--- src/rtl/pipe_hazard_ctrl_pkg.sv ---
// Shared definitions for the pipeline hazard controller: segment indices, segment masks,
// FSM encoding, forwarding selects and the RAW match helper.
package pipe_hazard_ctrl_pkg;

  localparam int unsigned SEG_PC    = 0;
  localparam int unsigned SEG_IFID  = 1;
  localparam int unsigned SEG_IDEX  = 2;
  localparam int unsigned SEG_EXMEM = 3;
  localparam int unsigned SEG_MEMWB = 4;
  localparam int unsigned NUM_SEG   = 5;

  localparam int unsigned REG_W = 6;
  localparam logic [REG_W-1:0] REG_ZERO = '0;

  typedef enum logic [1:0] {
    StRun   = 2'd0,
    StDivw  = 2'd1,
    StXpend = 2'd2
  } state_e;

  typedef logic [1:0] fwd_sel_t;
  localparam fwd_sel_t FWD_REG = 2'b00;
  localparam fwd_sel_t FWD_EX  = 2'b01;
  localparam fwd_sel_t FWD_MEM = 2'b10;
  localparam fwd_sel_t FWD_WB  = 2'b11;

  localparam logic [NUM_SEG-1:0] M_PC    = NUM_SEG'(1 << SEG_PC);
  localparam logic [NUM_SEG-1:0] M_IFID  = NUM_SEG'(1 << SEG_IFID);
  localparam logic [NUM_SEG-1:0] M_IDEX  = NUM_SEG'(1 << SEG_IDEX);
  localparam logic [NUM_SEG-1:0] M_EXMEM = NUM_SEG'(1 << SEG_EXMEM);
  localparam logic [NUM_SEG-1:0] M_MEMWB = NUM_SEG'(1 << SEG_MEMWB);

  localparam logic [NUM_SEG-1:0] STALL_DBUS = M_PC | M_IFID | M_IDEX | M_EXMEM;
  localparam logic [NUM_SEG-1:0] STALL_DIV  = M_PC | M_IFID | M_IDEX;
  localparam logic [NUM_SEG-1:0] STALL_LOAD = M_PC | M_IFID;
  localparam logic [NUM_SEG-1:0] STALL_IBUS = M_PC;

  localparam logic [NUM_SEG-1:0] FLUSH_EXCP = M_IFID | M_IDEX | M_EXMEM | M_MEMWB;
  localparam logic [NUM_SEG-1:0] FLUSH_DBUS = M_MEMWB;
  localparam logic [NUM_SEG-1:0] FLUSH_DIV  = M_EXMEM;
  localparam logic [NUM_SEG-1:0] FLUSH_LOAD = M_IDEX;
  localparam logic [NUM_SEG-1:0] FLUSH_IBUS = M_IFID;

  function automatic logic raw_hit(input logic             regwen,
                                   input logic [REG_W-1:0] wreg,
                                   input logic [REG_W-1:0] src,
                                   input logic             used);
    return regwen && (wreg == src) && (src != REG_ZERO) && used;
  endfunction

endpackage

--- src/rtl/hazard_fwd_unit.sv ---
// Combinational RAW detection and ID operand forwarding selects.
// HAZARD_FWD_EN enables forwarding; otherwise every RAW stalls like a load-use.
module hazard_fwd_unit
  import pipe_hazard_ctrl_pkg::*;
(
  input  logic [REG_W-1:0] id_rs_i,
  input  logic [REG_W-1:0] id_rt_i,
  input  logic             id_rs_used_i,
  input  logic             id_rt_used_i,
  input  logic             ex_regwen_i,
  input  logic [REG_W-1:0] ex_wreg_i,
  input  logic             ex_load_i,
  input  logic             mem_regwen_i,
  input  logic [REG_W-1:0] mem_wreg_i,
  input  logic             wb_regwen_i,
  input  logic [REG_W-1:0] wb_wreg_i,
  output logic             hazard_o,
  output fwd_sel_t         fwd_rs_o,
  output fwd_sel_t         fwd_rt_o
);

  logic ex_rs, ex_rt, mem_rs, mem_rt, wb_rs, wb_rt, load_use;

  assign ex_rs  = raw_hit(ex_regwen_i, ex_wreg_i, id_rs_i, id_rs_used_i);
  assign ex_rt  = raw_hit(ex_regwen_i, ex_wreg_i, id_rt_i, id_rt_used_i);
  assign mem_rs = raw_hit(mem_regwen_i, mem_wreg_i, id_rs_i, id_rs_used_i);
  assign mem_rt = raw_hit(mem_regwen_i, mem_wreg_i, id_rt_i, id_rt_used_i);
  assign wb_rs  = raw_hit(wb_regwen_i, wb_wreg_i, id_rs_i, id_rs_used_i);
  assign wb_rt  = raw_hit(wb_regwen_i, wb_wreg_i, id_rt_i, id_rt_used_i);

  assign load_use = ex_load_i && (ex_rs || ex_rt);

`ifdef HAZARD_FWD_EN
  // Nearest producer wins; a load in EX has no data yet, so it stalls instead.
  function automatic fwd_sel_t pick(input logic ex, input logic mem, input logic wb,
                                    input logic ex_load);
    if (ex)       return ex_load ? FWD_REG : FWD_EX;
    else if (mem) return FWD_MEM;
    else if (wb)  return FWD_WB;
    return FWD_REG;
  endfunction

  assign hazard_o = load_use;
  assign fwd_rs_o = pick(ex_rs, mem_rs, wb_rs, ex_load_i);
  assign fwd_rt_o = pick(ex_rt, mem_rt, wb_rt, ex_load_i);
`else
  assign hazard_o = load_use || ex_rs || ex_rt || mem_rs || mem_rt || wb_rs || wb_rt;
  assign fwd_rs_o = FWD_REG;
  assign fwd_rt_o = FWD_REG;
`endif

endmodule

--- src/rtl/pipe_hazard_ctrl.sv ---
// Five-stage pipeline controller: per-segment stall/flush, divide sequencing, exception
// redirect. Optional operand forwarding under HAZARD_FWD_EN.
module pipe_hazard_ctrl
  import pipe_hazard_ctrl_pkg::*;
#(
  parameter int unsigned DIV_LAT = 32,
  parameter int unsigned CNT_W   = 6
) (
  input  logic               clk,
  input  logic               resetn,
  input  logic [REG_W-1:0]   id_rs,
  input  logic [REG_W-1:0]   id_rt,
  input  logic               id_rs_used,
  input  logic               id_rt_used,
  input  logic               ex_regwen,
  input  logic [REG_W-1:0]   ex_wreg,
  input  logic               ex_load,
  input  logic               ex_is_div,
  input  logic               mem_regwen,
  input  logic [REG_W-1:0]   mem_wreg,
  input  logic               wb_regwen,
  input  logic [REG_W-1:0]   wb_wreg,
  input  logic               ibus_stall,
  input  logic               dbus_stall,
  input  logic               mem_excp,
  output logic [NUM_SEG-1:0] stall,
  output logic [NUM_SEG-1:0] flush,
  output logic               pc_redirect,
  output logic               div_go,
  output logic               div_cancel,
  output logic [1:0]         fwd_rs,
  output logic [1:0]         fwd_rt
);

  localparam logic [CNT_W-1:0] CntLoad = CNT_W'(DIV_LAT - 1);

  state_e           state_q, state_d;
  logic [CNT_W-1:0] cnt_q, cnt_d;
  logic             div_ok_q, div_ok_d;

  logic     hazard;
  fwd_sel_t fwd_rs_u, fwd_rt_u;

  hazard_fwd_unit u_hazard_fwd_unit (
    .id_rs_i      (id_rs),
    .id_rt_i      (id_rt),
    .id_rs_used_i (id_rs_used),
    .id_rt_used_i (id_rt_used),
    .ex_regwen_i  (ex_regwen),
    .ex_wreg_i    (ex_wreg),
    .ex_load_i    (ex_load),
    .mem_regwen_i (mem_regwen),
    .mem_wreg_i   (mem_wreg),
    .wb_regwen_i  (wb_regwen),
    .wb_wreg_i    (wb_wreg),
    .hazard_o     (hazard),
    .fwd_rs_o     (fwd_rs_u),
    .fwd_rt_o     (fwd_rt_u)
  );

  always_comb begin
    state_d     = state_q;
    cnt_d       = cnt_q;
    div_ok_d    = div_ok_q;
    stall       = '0;
    flush       = '0;
    pc_redirect = 1'b0;
    div_go      = 1'b0;
    div_cancel  = 1'b0;
    fwd_rs      = fwd_rs_u;
    fwd_rt      = fwd_rt_u;

    unique case (state_q)
      StRun: begin
        if (mem_excp) begin
          flush       = FLUSH_EXCP;
          pc_redirect = 1'b1;
          div_ok_d    = 1'b0;
          state_d     = ibus_stall ? StXpend : StRun;
        end else if (dbus_stall) begin
          stall = STALL_DBUS;
          flush = FLUSH_DBUS;
        end else if (ex_is_div && !div_ok_q) begin
          div_go  = 1'b1;
          stall   = STALL_DIV;
          flush   = FLUSH_DIV;
          cnt_d   = CntLoad;
          state_d = StDivw;
        end else if (hazard) begin
          stall = STALL_LOAD;
          flush = FLUSH_LOAD;
        end else if (ibus_stall) begin
          stall = STALL_IBUS;
          flush = FLUSH_IBUS;
        end
      end
      StDivw: begin
        if (mem_excp) begin
          div_cancel  = 1'b1;
          flush       = FLUSH_EXCP;
          pc_redirect = 1'b1;
          cnt_d       = '0;
          div_ok_d    = 1'b0;
          state_d     = ibus_stall ? StXpend : StRun;
        end else if (cnt_q == '0) begin
          // Result is ready: let EX advance unless MEM is still busy.
          div_ok_d = 1'b1;
          state_d  = StRun;
          if (dbus_stall) begin
            stall = STALL_DBUS;
            flush = FLUSH_DBUS;
          end
        end else begin
          stall = STALL_DIV;
          flush = FLUSH_DIV;
          cnt_d = cnt_q - 1'b1;
        end
      end
      StXpend: begin
        pc_redirect = 1'b1;
        flush       = FLUSH_EXCP;
        state_d     = ibus_stall ? StXpend : StRun;
      end
      default: state_d = StRun;
    endcase

    // Once EX advances in RUN the completed divide has left; arm for the next one.
    if (state_q == StRun && !stall[SEG_IDEX]) begin
      div_ok_d = 1'b0;
    end

    if (!resetn) begin
      stall       = '0;
      flush       = '0;
      pc_redirect = 1'b0;
      div_go      = 1'b0;
      div_cancel  = 1'b0;
      fwd_rs      = FWD_REG;
      fwd_rt      = FWD_REG;
    end
  end

  always_ff @(posedge clk or negedge resetn) begin
    if (!resetn) begin
      state_q  <= StRun;
      cnt_q    <= '0;
      div_ok_q <= 1'b0;
    end else begin
      state_q  <= state_d;
      cnt_q    <= cnt_d;
      div_ok_q <= div_ok_d;
    end
  end

endmodule

--- config.mk ---
export PLATFORM = sky130hd
export DESIGN_NAME = pipe_hazard_ctrl
export DESIGN_NICKNAME = d
export VERILOG_FILES = /design/src/rtl/pipe_hazard_ctrl_pkg.sv /design/src/rtl/hazard_fwd_unit.sv /design/src/rtl/pipe_hazard_ctrl.sv
export SDC_FILE = /design/constraint.sdc
export NUM_CORES = 1
export LEC_CHECK = 0
export CAP_MARGIN = 20
export CORE_MARGIN = 8
export CORE_UTILIZATION = 40
export DETAILED_ROUTE_END_ITERATION = 12
export PLACE_DENSITY_LB_ADDON = 0.08
export REMOVE_ABC_BUFFERS = 1
export SKIP_LAST_GASP = 1
export SLEW_MARGIN = 20
export SYNTH_ARGS = -nofsm -noshare
export SYNTH_HDL_FRONTEND = slang
export SYNTH_SLANG_ARGS = --single-unit
--- constraint.sdc ---
create_clock -name clk -period 2.6 [get_ports clk]
set_clock_uncertainty 0.2 [all_clocks]
set_input_delay 0.52 -clock clk [delete_from_list [all_inputs] [get_ports clk]]
set_output_delay 0.52 -clock clk [all_outputs]
set_load 0.1 [all_outputs]
# == Yosys cells after proc, flatten, opt, wreduce, memory -nomap -nowiden ==
# Cells that the tools add are included.
# classes
add_sub_neg,1
eq_ne,17
n_mux,48
reduce_logical,40
# ops
operator,count
2-to-1 mux 5 bit,9
equality test 6 bit,6
2-to-1 mux 6 bit,5
logical AND 1 bit,21
2-to-1 mux 2 bit,8
2-to-1 mux 4 bit,4
one-hot mux 5 bit (3 select lines),1
2-to-1 mux 1 bit,14
inequality test 3 bit (second input constant),4
one-hot mux 6 bit (2 select lines),1
nonzero test 6 bit,2
one-hot mux 5 bit (2 select lines),1
logical OR 1 bit,7
logical NOT 6 bit,1
2-to-1 mux 3 bit,2
inequality test 2 bit (second input constant),3
one-hot mux 2 bit (3 select lines),1
AND reduction 3 bit,2
subtractor 6 x 1 -> 6 bit (second input constant),1
AND reduction 5 bit,1
inequality test 4 bit (second input constant),1
one-hot mux 1 bit (2 select lines),2
inequality test 3 x 2 -> 1 bit (second input constant),1
nonzero test 3 bit,1
6 further kinds,7
# totals
ff_bits,9
output_inout_bits,17
elab_cells,109

# == Longest topological paths before layout ==
# logic_depth
word_depth,21
mapped_depth,8
ltp_nobuf,8

# == Hierarchy ==
# Synthesis repeated with hierarchy kept, for this count alone.
# hier_totals
hier_cells,163
hier_area_um2,1266.2
# modules_own_cells
module,instances,cells_per_inst,area_per_inst_um2,seq_area_each_um2
pipe_hazard_ctrl,1,103,790.8,225.2
hazard_fwd_unit,1,60,475.5,0.0

# == Worst setup path before layout ==
# Ideal clock, no wire load.
# synth_timing
path_kind,reg-to-output
startpoint,reg cnt_q[0]
endpoint,out stall[2]
t_arrival_ns,3.115
required_time_ns,1.880
path_slack_ns,-1.235
stages_incl_launch_ff,7
path_buffers,0
cell_sequence,dfrtp_1 inv_1 ha_1 or3b_4 or3_4 nor3_1 nor3_1
# synth_between
elab_chain_cells,5
# synth_lines
element,line,text
from (decl),pipe_hazard_ctrl.sv:38,"logic [CNT_W-1:0] cnt_q, cnt_d;"
from (signal assigned),pipe_hazard_ctrl.sv:150,cnt_q <= cnt_d;
logical NOT 6 bit,pipe_hazard_ctrl.sv:105,end else if (cnt_q == '0) begin
2-to-1 mux 5 bit,pipe_hazard_ctrl.sv:105,
2-to-1 mux 5 bit,pipe_hazard_ctrl.sv:98,if (mem_excp) begin
one-hot mux 5 bit (2 select lines),pipe_hazard_ctrl.sv:73,unique case (state_q)
2-to-1 mux 5 bit,pipe_hazard_ctrl.sv:132,if (!resetn) begin
to (decl),pipe_hazard_ctrl.sv:26,"output logic [NUM_SEG-1:0] stall,"
# No other way between the ends.

# == Worst setup path after layout ==
# layout_timing
startpoint,reg cnt_q[0]
endpoint,out stall[0]
# Same word-level chain as after synthesis.

==> summary.md <==
| Metric | Value |
|---|---|
| Starting Density | `0.421` |
| Most frequent cells after synthesis | `xor2_1, xnor2_1, nor2_1` |
| Post-DRT Antenna Nets | `0` |
| Peak Freq | `346 MHz` |
| Share of layout cells above drive strength 1 | `0.431` |
| Fill cells | `223` |
| Via count | `1,365` |
| Critical path arrival | `2.17 ns` |
| Initial antenna violation count | `0` |
| Hold Path Class | `flip-flop to flip-flop` |
| Endpoint type of the worst setup path | `primary output` |
| Ys flop type | `dfrtp_1` |
| Hold buffers post-CTS | `0` |
| Clock Path Buffers | `2` |
| Hold path start | `cnt_q[3]$_DFFE_PN0P_` |
| Die ar. | `4920 sq um` |
| Synth top area share | `0.192` |
| Cell count after synthesis | `145` |
| Post-synthesis sequential area ratio | `0.192` |
| Final Slew Violations | `0` |
| R2r setup slk | `0.28 ns` |
| Initial DRC count | `133` |
| Largest net degree at the start of global routing | `14` |
| Final cycle utilization of the critical path | `1.11` |
| Total Neg Setup Slack | `-1.46 ns` |
| Syn_area_per_cell | `8.08 sq um` |
| Synth Warn # | `0` |
| Routed wire length | `4150 um` |
| # diodes | `0` |
| Leak | `0.865 nW` |
| # setup viols final | `7` |
| Synth async-reset ratio | `1.00` |
| Worst skew pair latency | `0.27 ns` |
| Power Density | `384 nW/um^2` |
| CP startpoint | `cnt_q[0]$_DFFE_PN0P_` |
| Critical-path top delay cell | `dfrtp_1` |
| Clock buffer count from CTS | `3` |
| Ranking of synthesized cells by area | `dfrtp_1, xor2_1, xnor2_1, buf_4, nand4_1` |
| EDFF count, synth | `0` |
| Max incr delay on CP | `0.39 ns` |
| Max cap viols | `0` |
| DRC | `0` |
| Min Tclk post-route | `2.89 ns` |
| GR Overflow Total | `0` |
| Total Nets Final | `262` |
| Critical R2R Launch | `cnt_q[0]$_DFFE_PN0P_` |
| Vias in the first global route | `1,459` |
| Pre-antenna DRT Iters | `4` |
| Status | `finished with violations` |
| Rows | `19` |
| Util after Layout | `0.737` |
| Post-Syn Area | `1170 sq um` |
| I/O Buffers | `51` |
| CP required | `1.88 ns` |
| Clk root buf | `clkbuf_4` |
| Post-synth cell types | `41` |
| Synthesized flop and latch total | `9` |
| Cell with the most instances after synthesis | `xor2_1` |
| GP Congestion | `0.860` |
| Setup ws final | `-0.288 ns` |
| GRT Resource Usage Total | `0.164` |
| RSZ-0062 raised after global routing | `yes` |
| CP Cell Sequence | `inv_2, ha_4, or3b_4, or3_4, nor3_4, nor2_2, o31a_1, buf_12` |
| Kind of critical path | `flip-flop to primary output` |
| Failing checks | `setup timing` |
| I/O Pins | `59` |
| Core region area | `2780 sq um` |
| Startpoint types | `flip-flop` |
| Final hold vios | `0` |
| # clock sinks | `9` |
| Max FO, Critical Path | `4` |
| VDD IR max | `0.555 mV` |
| DIE HEIGHT | `70.1 um` |
| Final Power | `0.787 mW` |
| Area Growth Syn to Fin | `75.1%` |
| Die width | `70.1 um` |
| DR vias/cell | `5.48` |
| HPWL after DPL | `3300 um` |
| Top cell type by total area after synthesis | `dfrtp_1` |
| Global-route wire length before repair | `6850 um` |
| Routed WL per cell | `16.6 um` |
| CTS tree | `done` |
| H-Tree Depth | `1` |
| CTS clock-pin slew for the worst setup and hold paths | `0.07 ns` |
## worst max-delay path, delay by kind of cell, from the launching register on
family | cells | cell delay (ns)
adders and majority gates | 1 | 0.13
and+or+nand+nor | 4 | 1.00
buffers and inverters | 2 | 0.25
DFF | 1 | 0.39
AOI/OAI and AO/OA | 1 | 0.13
## where the power goes
| group | internal (mW) | switching, mW | total (mW) |
|---|---|---|---|
| clock | 0.0570 | 0.0567 | 0.114 |
| sequential | 0.167 | 0.0321 | 0.199 |
| combinational | 0.204 | 0.270 | 0.474 |
| total | 0.429 | 0.359 | 0.787 |
## placed cells by master (no fill, tap or decap), types with 2 or more instances in the layout
master,n
xnor2_2,2
inv_1,4
inv_2,2
a21oi_1,7
nand3_1,2
buf_4,24
xnor2_1,16
conb_1,6
nor4_2,6
clkbuf_2,4
xor2_1,18
dfrtp_1,9
o41ai_1,2
nand4_1,6
o21a_1,4
nor3_2,3
or4_4,2
nor3_1,3
o22a_2,3
o31ai_4,2
clkdlybuf4s15_1,2
clkbuf_4,3
buf_6,3
dlygate4sd2_1,6
and2_1,3
o21ai_0,3
buf_12,11
clkdlybuf4s50_1,6
nand2_1,7
buf_2,14
nor2_1,9
## cell families after synthesis
group           Yosys count  share of synthesized area
flops                     9                      0.192
buf+inv                  15                     0.0684
mux                       1                    0.00855
simple gates             49                      0.235
xor+xnor                 37                      0.277
compound gates           32                      0.205
fa+ha+maj                 1                     0.0107
other cells               1                    0.00320
## routing by layer
metal | track usage | wire length (um) | vias up
li1 | - | - | 668
met1 | 0.197 | 1840 | 632
met2 | 0.280 | 2000 | 57
met3 | 0.0452 | 241 | 8
met4 | 0.0402 | 69 | 0
met5 | 0 | 0 | -
## worst paths after layout
path	to	cells past startpoint
setup / recovery	stall[0]	8
hold / removal	cnt_q[3]$_DFFE_PN0P_	1
setup reg to reg	cnt_q[3]$_DFFE_PN0P_	9
hold reg to reg	cnt_q[3]$_DFFE_PN0P_	1
max in group asynchronous	state_q[0]$_DFFE_PN0P_	2
min in group asynchronous	cnt_q[4]$_DFFE_PN0P_	2
## sequential cells by signal, summed over array words and instances (netlist names)
signal / cells
cnt_q: 6
state_q: 2
div_ok_q: 1
## through the flow
step	area [sq um]	hold slack, ns	instances	worst slack (ns)
after floorplan	1130	0.0244	141	-1.23
after global placement	1940	0.330	243	-0.594
after detailed placement	1940	0.346	243	-0.629
after CTS	1980	0.362	247	-0.305
after global routing	2050	0.387	249	-0.402
final	2050	0.361	249	-0.288
## layout make-up
cell class              count  area [sq um]  area share
flip-flops and latches      9           225       0.110
clock inverters             1          5.00     0.00244
clock buffers               3          22.5      0.0110
multi-input cells         126          1040       0.508
well taps                  31          38.8      0.0189
repair buffers             73           696       0.339
inverters                   6          22.5      0.0110
## repair_timing
item / 4_1_cts / 5_1_grt
buffers inserted: 0 / 2
pin swaps: 36 / 15
setup endpoints to repair: 8 / 9
resized for setup: 123 / 23
(Power assumes the default switching activity.)
==> patch, RTL diff (config.mk and constraints unchanged) <==
`NUM_SEG`: 5 -> 6.
--- a/src/rtl/pipe_hazard_ctrl_pkg.sv
+++ b/src/rtl/pipe_hazard_ctrl_pkg.sv
@@ -7,7 +7,7 @@
   localparam int unsigned SEG_IDEX  = 2;
   localparam int unsigned SEG_EXMEM = 3;
   localparam int unsigned SEG_MEMWB = 4;
-  localparam int unsigned NUM_SEG   = 5;
+  localparam int unsigned NUM_SEG   = 6;
 
   localparam int unsigned REG_W = 6;
   localparam logic [REG_W-1:0] REG_ZERO = '0;
Interface: changed (resized flush and stall); port bits go from 59 to 61. No check against the original RTL was run, so the function may have changed too.
==> patch against the original RTL <==
- the flow still finishes with violations (setup timing)
- area after synthesis increased by 1.3%
- worst setup slack lost 0.035 ns
- design area rose by 7.1%
- power is 2.9% higher
- sequential cell count did not move
- register-to-register slack got worse by 0.02 ns
- routed wire length up 3.3%
- fmax decreased by 1.2%
- largest cell class unchanged
==> patch: results (changes against the original RTL) <==
- Routed len/inst: 16.4 µm (-1.5%)
- First DRT Iteration DRCs: 106 (-20%)
- Setup-failing EPs final: 8 (+1)
- Gpl congestion: 0.879 (+2.2%)
- Finished Layout Cells: 261 (+4.8%)
- Post-synth top area share: 0.190 (-0.00243)
- Most frequent cells after synthesis: 19 x xor2_1, 18 x xnor2_1, 10 x nor2_1
- Synth top area cells: dfrtp_1 19%, xor2_1 14%, xnor2_1 13%, buf_4 5.1%, nand4_1 3.2%
- Vias: 1419 (+4.0%)
- Mux share of post-synthesis cell area: 0.00844 (-0.000108)
- Worst vdd ir: 534 µV (-3.7%)
- GRT Resource Usage Total: 0.165 (+0.00131)
- Leak: 0.000948 µW (+9.6%)
- Nets: 274 (+4.6%)
- Failing checks: setup timing
- Setup WS post-layout: -0.323 ns (-0.0349 ns)
- Placed Cells: 250 (+2.9%)
- Sequential area share after synthesis: 0.190 (-0.00243)
- Layout fillers: 195 (-13%)
- Placed inst area: 0.00199 mm² (+2.3%)
- Post-DP HPWL: 3340 µm (+1.0%)
- Synth Area in Adders: 0.0105 (-0.000135)
- Post-Place Setup Slack: -0.603 ns (+0.0267 ns)
- Status: finished with violations
- First-pass GRT wire length: 7010 µm (+2.3%)
- Layout cell share with drive strength beyond 1: 0.417 (-0.0138)
## patch: kinds of logic after synthesis
group,Yosys count
AOI/OAI and AO/OA,32
muxes,1
DFF,9
xor gates and xnor gates,37
other,1
buffers and inverters,17
adders and majority gates,1
and+or+nand+nor,49
## patch: area by class of cell
| type | count | area (µm²) | area share |
|---|---|---|---|
| repair buffers | 83 | 823 | 0.375 |
| clock buffers | 4 | 26.3 | 0.0120 |
| flip-flops and latches | 9 | 226 | 0.103 |
| inverters | 6 | 22.5 | 0.0103 |
| well taps | 31 | 38.8 | 0.0177 |
| multi-input cells | 128 | 1060 | 0.482 |
## patch: repair_timing
action,in CTS,in global routing
cloned,0,0
endpoints found under the setup margin,9,9
setup buffers,5,2
pin swaps,29,0
gates resized for setup,109,9
## patch: final timing paths
kind | endpoint | slack (ns) | depth (start not counted)
min in group asynchronous | div_ok_q$_DFFE_PN0P_ | 0.49 | 2
worst max register to register | cnt_q[3]$_DFFE_PN0P_ | 0.26 | 8
worst max-delay path | stall[0] | -0.32 | 8
max in group asynchronous | cnt_q[3]$_DFFE_PN0P_ | 1.49 | 3
worst min-delay path | cnt_q[2]$_DFFE_PN0P_ | 0.36 | 1
worst min register to register | cnt_q[2]$_DFFE_PN0P_ | 0.36 | 1
## patch: layer usage
layer  routed length [µm]  vias up  global-route usage
met3                  332        2              0.0579
met5                    0        -                   0
met1                 1800      669               0.195
li1                     -      687                   -
met2                 2130       61               0.286
met4                   19        0              0.0201
## patch: report_power, final
part           internal (µW)  switching, µW  total [µW]
clock                   59.2           49.8         109
sequential               168           33.2         201
combinational            219            282         501
total                    445            365         810
